`src/rtl/btle_rx_pdu_streamer_pkg.sv`:
```
// Shared types and helpers for the BLE receive PDU streamer:
// FSM state encoding, default geometry and the saturating counter step.
package btle_rx_pdu_streamer_pkg;

   typedef enum logic [1:0] {
      ST_IDLE  = 2'd0,
      ST_READ  = 2'd1,
      ST_DRAIN = 2'd2
   } state_t;

   localparam int HDR_OCTETS_C = 2;
   localparam int MEM_ADDR_W_C = 6;

   // Adds one unless the low 'width' bits are already all ones.
   function automatic logic [31:0] sat_inc(input logic [31:0] val, input int unsigned width);
      logic [31:0] max_v;
      max_v = 32'hFFFF_FFFF >> (32 - width);
      if (val == max_v) begin
         sat_inc = val;
      end else begin
         sat_inc = val + 32'd1;
      end
   endfunction

endpackage

```
`src/rtl/btle_skid_fifo2.sv`:
```
// Two-entry byte+last FIFO; the head entry drives the output directly so
// the output is registered and holds steady until it is popped.
module btle_skid_fifo2 (
   input  logic       clk,
   input  logic       rst,
   input  logic       i_push_valid,
   output logic       o_push_ready,
   input  logic [7:0] i_push_data,
   input  logic       i_push_last,
   output logic       o_pop_valid,
   input  logic       i_pop_ready,
   output logic [7:0] o_pop_data,
   output logic       o_pop_last,
   output logic [1:0] o_count
);

   logic [7:0] r_head_data;
   logic [7:0] r_tail_data;
   logic       r_head_last;
   logic       r_tail_last;
   logic [1:0] r_count;
   logic       w_push;
   logic       w_pop;

   assign o_push_ready = (r_count != 2'd2);
   assign o_pop_valid  = (r_count != 2'd0);
   assign w_push       = i_push_valid && o_push_ready;
   assign w_pop        = o_pop_valid && i_pop_ready;
   assign o_pop_data   = r_head_data;
   assign o_pop_last   = r_head_last;
   assign o_count      = r_count;

   always_ff @(posedge clk) begin
      if (rst) begin
         r_head_data <= 8'h00;
         r_tail_data <= 8'h00;
         r_head_last <= 1'b0;
         r_tail_last <= 1'b0;
         r_count     <= 2'd0;
      end else begin
         case (r_count)
            2'd0: begin
               if (w_push) begin
                  r_head_data <= i_push_data;
                  r_head_last <= i_push_last;
                  r_count     <= 2'd1;
               end
            end
            2'd1: begin
               if (w_push && w_pop) begin
                  r_head_data <= i_push_data;
                  r_head_last <= i_push_last;
               end else if (w_push) begin
                  r_tail_data <= i_push_data;
                  r_tail_last <= i_push_last;
                  r_count     <= 2'd2;
               end else if (w_pop) begin
                  r_count <= 2'd0;
               end
            end
            2'd2: begin
               // Full: push is refused, a pop promotes the tail entry.
               if (w_pop) begin
                  r_head_data <= r_tail_data;
                  r_head_last <= r_tail_last;
                  r_count     <= 2'd1;
               end
            end
            default: begin
               r_count <= 2'd0;
            end
         endcase
      end
   end

endmodule

```
`src/rtl/btle_rx_pdu_streamer.sv`:
```
// Reads a decoded PDU out of the receiver's octet memory and streams it as
// bytes with valid/ready/last, plus packet status and saturating statistics.
module btle_rx_pdu_streamer
   import btle_rx_pdu_streamer_pkg::*;
#(
   parameter bit DROP_CRC_FAIL = 1'b1,
   parameter int HDR_OCTETS    = HDR_OCTETS_C,
   parameter int MEM_ADDR_W    = MEM_ADDR_W_C,
   parameter int CNT_W         = 16
) (
   input  logic                  clk,
   input  logic                  rst,
   input  logic                  rx_decode_end,
   input  logic                  rx_crc_ok,
   input  logic [6:0]            rx_payload_length,
   output logic [MEM_ADDR_W-1:0] rx_pdu_octet_mem_addr,
   input  logic [7:0]            rx_pdu_octet_mem_data,
   output logic [7:0]            out_data,
   output logic                  out_valid,
   output logic                  out_last,
   input  logic                  out_ready,
   output logic                  out_crc_ok,
   output logic                  busy,
   output logic [CNT_W-1:0]      pkt_count,
   output logic [CNT_W-1:0]      crc_fail_count,
   output logic [7:0]            drop_count
);

   state_t                r_state;
   state_t                w_state_nxt;
   logic [MEM_ADDR_W-1:0] r_addr;
   logic [MEM_ADDR_W-1:0] r_last_addr;
   logic                  r_rd_pend;
   logic                  r_rd_last;
   logic                  r_crc_ok;
   logic                  r_busy;
   logic [CNT_W-1:0]      r_pkt_count;
   logic [CNT_W-1:0]      r_crc_fail_count;
   logic [7:0]            r_drop_count;

   logic [7:0]            w_n;
   logic                  w_too_long;
   logic                  w_at_last;
   logic                  w_start;
   logic                  w_issue;
   logic                  w_pop;
   logic                  w_push_ready;
   logic [1:0]            w_fifo_count;
   logic [2:0]            w_occupied;
   logic                  w_credit_ok;
   logic                  w_drop_evt;
   logic                  w_pkt_done;

   assign w_n        = {1'b0, rx_payload_length} + 8'(HDR_OCTETS);
   assign w_too_long = 32'(w_n) > (32'd1 << MEM_ADDR_W);
   assign w_at_last  = (r_addr == r_last_addr);
   assign w_pop      = out_valid && out_ready;

   // Slots held or already promised: buffered octets plus the read in flight,
   // minus the one leaving this cycle.
   assign w_occupied  = {1'b0, w_fifo_count} + {2'b00, r_rd_pend} - {2'b00, w_pop};
   assign w_credit_ok = w_push_ready && (w_occupied < 3'd2);

   assign w_drop_evt = rx_decode_end && ((r_state != ST_IDLE) || w_too_long);
   assign w_pkt_done = (r_state == ST_DRAIN) && w_pop && out_last;

   always_comb begin
      w_state_nxt = r_state;
      w_issue     = 1'b0;
      w_start     = 1'b0;
      case (r_state)
         ST_IDLE: begin
            if (rx_decode_end && !w_too_long && (rx_crc_ok || !DROP_CRC_FAIL)) begin
               w_start     = 1'b1;
               w_state_nxt = ST_READ;
            end else begin
               w_state_nxt = ST_IDLE;
            end
         end
         ST_READ: begin
            w_issue = w_credit_ok;
            if (w_credit_ok && w_at_last) begin
               w_state_nxt = ST_DRAIN;
            end else begin
               w_state_nxt = ST_READ;
            end
         end
         ST_DRAIN: begin
            if (w_pkt_done) begin
               w_state_nxt = ST_IDLE;
            end else begin
               w_state_nxt = ST_DRAIN;
            end
         end
         default: begin
            w_state_nxt = ST_IDLE;
         end
      endcase
   end

   always_ff @(posedge clk) begin
      if (rst) begin
         r_state     <= ST_IDLE;
         r_busy      <= 1'b0;
         r_addr      <= '0;
         r_last_addr <= '0;
         r_rd_pend   <= 1'b0;
         r_rd_last   <= 1'b0;
         r_crc_ok    <= 1'b0;
      end else begin
         r_state   <= w_state_nxt;
         r_busy    <= (w_state_nxt != ST_IDLE);
         r_rd_pend <= w_issue;
         r_rd_last <= w_issue && w_at_last;
         if (w_start) begin
            r_addr <= '0;
         end else if (w_issue) begin
            r_addr <= w_at_last ? '0 : r_addr + 1'b1;
         end
         if ((r_state == ST_IDLE) && rx_decode_end) begin
            r_crc_ok    <= rx_crc_ok;
            r_last_addr <= MEM_ADDR_W'(w_n - 8'd1);
         end
      end
   end

   always_ff @(posedge clk) begin
      if (rst) begin
         r_pkt_count      <= '0;
         r_crc_fail_count <= '0;
         r_drop_count     <= 8'h00;
      end else begin
         if (w_pkt_done) begin
            r_pkt_count <= CNT_W'(sat_inc(32'(r_pkt_count), CNT_W));
         end
         if ((r_state == ST_IDLE) && rx_decode_end && !rx_crc_ok) begin
            r_crc_fail_count <= CNT_W'(sat_inc(32'(r_crc_fail_count), CNT_W));
         end
         if (w_drop_evt) begin
            r_drop_count <= 8'(sat_inc(32'(r_drop_count), 8));
         end
      end
   end

   btle_skid_fifo2 u_skid (
      .clk          (clk),
      .rst          (rst),
      .i_push_valid (r_rd_pend),
      .o_push_ready (w_push_ready),
      .i_push_data  (rx_pdu_octet_mem_data),
      .i_push_last  (r_rd_last),
      .o_pop_valid  (out_valid),
      .i_pop_ready  (out_ready),
      .o_pop_data   (out_data),
      .o_pop_last   (out_last),
      .o_count      (w_fifo_count)
   );

   assign rx_pdu_octet_mem_addr = r_addr;
   assign out_crc_ok            = r_crc_ok;
   assign busy                  = r_busy;
   assign pkt_count             = r_pkt_count;
   assign crc_fail_count        = r_crc_fail_count;
   assign drop_count            = r_drop_count;

endmodule

```
`config.mk`:
```
export PLATFORM = sky130hd
export DESIGN_NAME = btle_rx_pdu_streamer
export DESIGN_NICKNAME = d
export VERILOG_FILES = /design/src/rtl/btle_rx_pdu_streamer_pkg.sv /design/src/rtl/btle_skid_fifo2.sv /design/src/rtl/btle_rx_pdu_streamer.sv
export SDC_FILE = /design/constraint.sdc
export NUM_CORES = 1
export LEC_CHECK = 0
export CAP_MARGIN = 20
export CORE_ASPECT_RATIO = 1.75
export CORE_MARGIN = 4
export CORE_UTILIZATION = 40
export CTS_BUF_LIST = sky130_fd_sc_hd__clkbuf_16
export CTS_CLUSTER_DIAMETER = 200
export DETAILED_ROUTE_END_ITERATION = 8
export PLACE_DENSITY = 0.64
export SETUP_SLACK_MARGIN = 0.5
export SYNTH_ARGS = -nofsm -noshare
export SYNTH_HDL_FRONTEND = slang
export SYNTH_HIERARCHICAL = 1
export SYNTH_SLANG_ARGS = --single-unit
```
`constraint.sdc`:
```
create_clock -name clk -period 3.15 [get_ports clk]
set_input_delay 0.7875 -clock clk [delete_from_list [all_inputs] [get_ports clk]]
set_output_delay 0.7875 -clock clk [all_outputs]
set_load 0.01 [all_outputs]
```
==> run metrics <==
n_diodes=0; Max H-tree Level=3; Hold Fails Final Rpt=0; post-synthesis cell count=449; CTS sink cnt=78; CP Data Arrival Time=3100 ps; fin crit period=around 2800 ps; max_cap viols=0; pre-CTS setup slack=-367.2 ps; CP Launch Type=flop; Core Area=slightly below 10,000 µm²; Worst-Skew Late Latency=approximately 330 ps; Cell variety after synth=59; Starting DRT DRC Count=135; R2R cell count=13; Final period util=between 80% and 90%; fraction of layout cells with a size suffix above 1=~14%; Worst Path Buf+Inv=2; average size of a mapped cell=8.873 µm²; Seq pwr share=around 43%; Switch Pwr=0.6539 mW; Pwr Density=approximately 450 nW/µm²; port buffer count=just under 80; # rows=48; Multi-input gate area=around 2400 µm²; peak supply drop=around 280 µV; synthesized net count=483; Top FF cell, synth=dfxtp_1; Fin Hold WS=between 400 and 500 ps; largest net degree at the start of global routing=35; Synth area leaders=dfxtp_1, nor2_1, xor2_1; final setup TNS=0 ps; GRT met2 Usage=around 30%; Root Buffer=clkbuf_16; met1 Track Usage GR=between 15 and 20%; WHS Path Cells=2; synthesis-stage register bit count=~80; Vias=between 3k and 4k; CP Depth=13; starting density of the core=40.70%; Internal Power=1.783 mW; clock share of power=around 40%; residual DRC count=0; Critical Path, Cell by Cell=inv_2 > ha_4 > inv_2 > and2_4 > ha_4 > nand2b_4 > fa_2 > xnor2_2 > nand3_2 > or3b_4 > or2_1 > or3_4 > a21oi_2; initial antenna violation count=0; placed cell areas=just under 5000 µm²; P_leak=a little under 2 nW; Via density=roughly 5.2; Logic pwr share=17.9%; Top delay family on crit path=simple AND/OR/NAND/NOR gates; number of fill cells in the layout=between 800 and 900; RSZ-0062 raised after global routing=true; Crit Path Class=reg -> reg; DR pass1 iterations=5; RD Place Congestion=just over 0.8; Crit. End Element=flop; Mapped Area=3984 µm²; CTS tree=yes; CP max stage cell=or3b_4; Seq/Total Area, Yosys=39.20%; Sw Ratio=around 27%; routed length per instance=roughly 14 µm; met3 GRT Util=under 10%; final setup margin=~320 ps; number of hold buffers added after cts=0; Tot GR Track Use=roughly 16%; number of flops mapped to enable cells by yosys=0; worst endpoint required time=around 3400 ps; Max Clk Rate=roughly 350 MHz; NumNets Final=around 570; Synth area leader=dfxtp_1; Worst-path clk slew=around 60 ps; Inserted Clock Buffers=9; Rel. slew slack=43.88%; vias in the first global route=3,415; most common cell in the netlist=dfxtp_1; DP Wirelength=~7000 µm; die area=11,680 µm²; Finished Cell Area=between 5000 and 6000 µm²; Final Power=between 2 and 2.5 mW; first-pass GRT wire length=between 15,000 and 20,000 µm; Die Height=roughly 140 µm; Top Usage Layer GRT=met2; Routed Antenna Nets=0; final wirelength=9426 µm; Commonest cells post-synth=dfxtp_1, nor2_1, xor2_1, nand3_1, inv_1; Ys Warns=6; Reg2Reg Setup Slack=roughly 320 ps; Final setup viols=0; synthesis-to-finish area growth=35.11%; Max stage delay on crit path=390 ps; HP Class=reg -> reg; Slew @ Worst Pin=~840 ps; Final Max Slew Viols=0; Crit Path Max Fanout=2; Final Skew=between 8 and 9 ps; top cell type's share of synthesized area=39.20%; global route overflow=0; Ports=slightly below 80; status=finished clean; Reg area=1564 µm²; buffer depth of the longest clock path=2; die width=roughly 83 µm; Async S/R FF share, synth=0%
power by group through the flow:
| stage | sequential [mW] | clock [mW] | combinational (mW) |
|---|---|---|---|
| floorplan | 1.08 | 0 | 0.230 |
| global placement | 1.07 | 0 | 0.365 |
| detailed placement | 1.08 | 0 | 0.376 |
| CTS | 1.05 | 0.980 | 0.418 |
| global route | 1.06 | 1.02 | 0.476 |
| finish | 1.05 | 0.950 | 0.436 |
final cells by class:
type | instances | share of cell area [%]
clock buffer | 9 | 4.184
sequential | 78 | 29.06
tap | 125 | 2.906
multi-input combinational | 332 | 44.05
timing repair buffer | 96 | 17.43
clock inverter | 7 | 0.9066
inverter | 21 | 1.464
worst register-to-register path: cells and delay by family (launching register included):
kind,cells,cell delay [ps]
AOI/OAI and AO/OA,1,120
xor gates and xnor gates,1,160
adders and majority gates,3,720
buffers and inverters,2,100
DFF,1,330
and+or+nand+nor,6,1320
cells by family after synthesis:
| logic type | share of synthesized area (%) |
|---|---|
| buffers and inverters | 4.209 |
| flip-flops | 39.20 |
| adder cells (fa/ha/maj) | 4.586 |
| multiplexers | 4.585 |
| AO/OA/AOI/OAI | 13.51 |
| XOR/XNOR | 8.574 |
| AND/OR/NAND/NOR | 25.35 |
metrics by stage:
step / std cells / utilization [%]
2_1_floorplan: 449 / -
3_3_place_gp: 644 / 50.47
3_5_place_dp: 644 / 50.47
4_1_cts: 666 / 54.15
5_1_grt: 668 / 54.98
6_report: 668 / 54.98
metal layers:
metal,wire [µm],up-vias,share of wire [%]
met2,5013,72,53
met1,3829,1654,41
met4,200,0,2.1
li1,-,1752,-
met3,382,15,4.1
met5,0,-,0
flip-flops by register name, summed over array words and instances (netlist names), 6 cells and up:
signal                 flops
rx_pdu_octet_mem_addr      6
u_skid/r_tail_data         8
pkt_count                 16
crc_fail_count            16
u_skid/o_pop_data          8
drop_count                 8
r_last_addr                6
layout by cell type, fill, tap and decap left out, types with 4 or more instances in the layout:
master / synthesis / final
nor3_1: 8 / 7
clkbuf_16: 0 / 10
and3_1: 9 / 9
inv_1: 21 / 18
ha_1: 13 / 9
buf_4: 2 / 16
nand2_1: 14 / 14
a221oi_1: 9 / 9
xnor2_1: 15 / 14
nand3_1: 23 / 22
mux2i_1: 16 / 16
clkdlybuf4s50_1: 0 / 75
nor2b_1: 17 / 17
a21oi_2: 1 / 4
a211oi_1: 7 / 7
dfxtp_1: 78 / 76
a21oi_1: 20 / 17
nor2_1: 67 / 66
nand3b_1: 6 / 6
or3_1: 6 / 5
xor2_1: 24 / 24
a311oi_1: 8 / 8
nand4_1: 14 / 14
o21ai_0: 10 / 9
path summary, 6_finish.rpt:
kind / to / start
worst max-delay path: rx_pdu_octet_mem_addr[5] / u_skid/o_count[0]
worst min-delay path: u_skid/o_pop_data[6] / u_skid/o_pop_data[6]
worst max register to register: rx_pdu_octet_mem_addr[5] / u_skid/o_count[0]
worst min register to register: u_skid/o_pop_data[6] / u_skid/o_pop_data[6]
what timing repair did:
action                     in CTS  in global routing
setup buffers                   6                  1
pin swaps                      11                 11
setup endpoints to repair      11                 15
cloned                          0                  1
resized for setup              16                 11
Power figures use the tool's default switching activity.
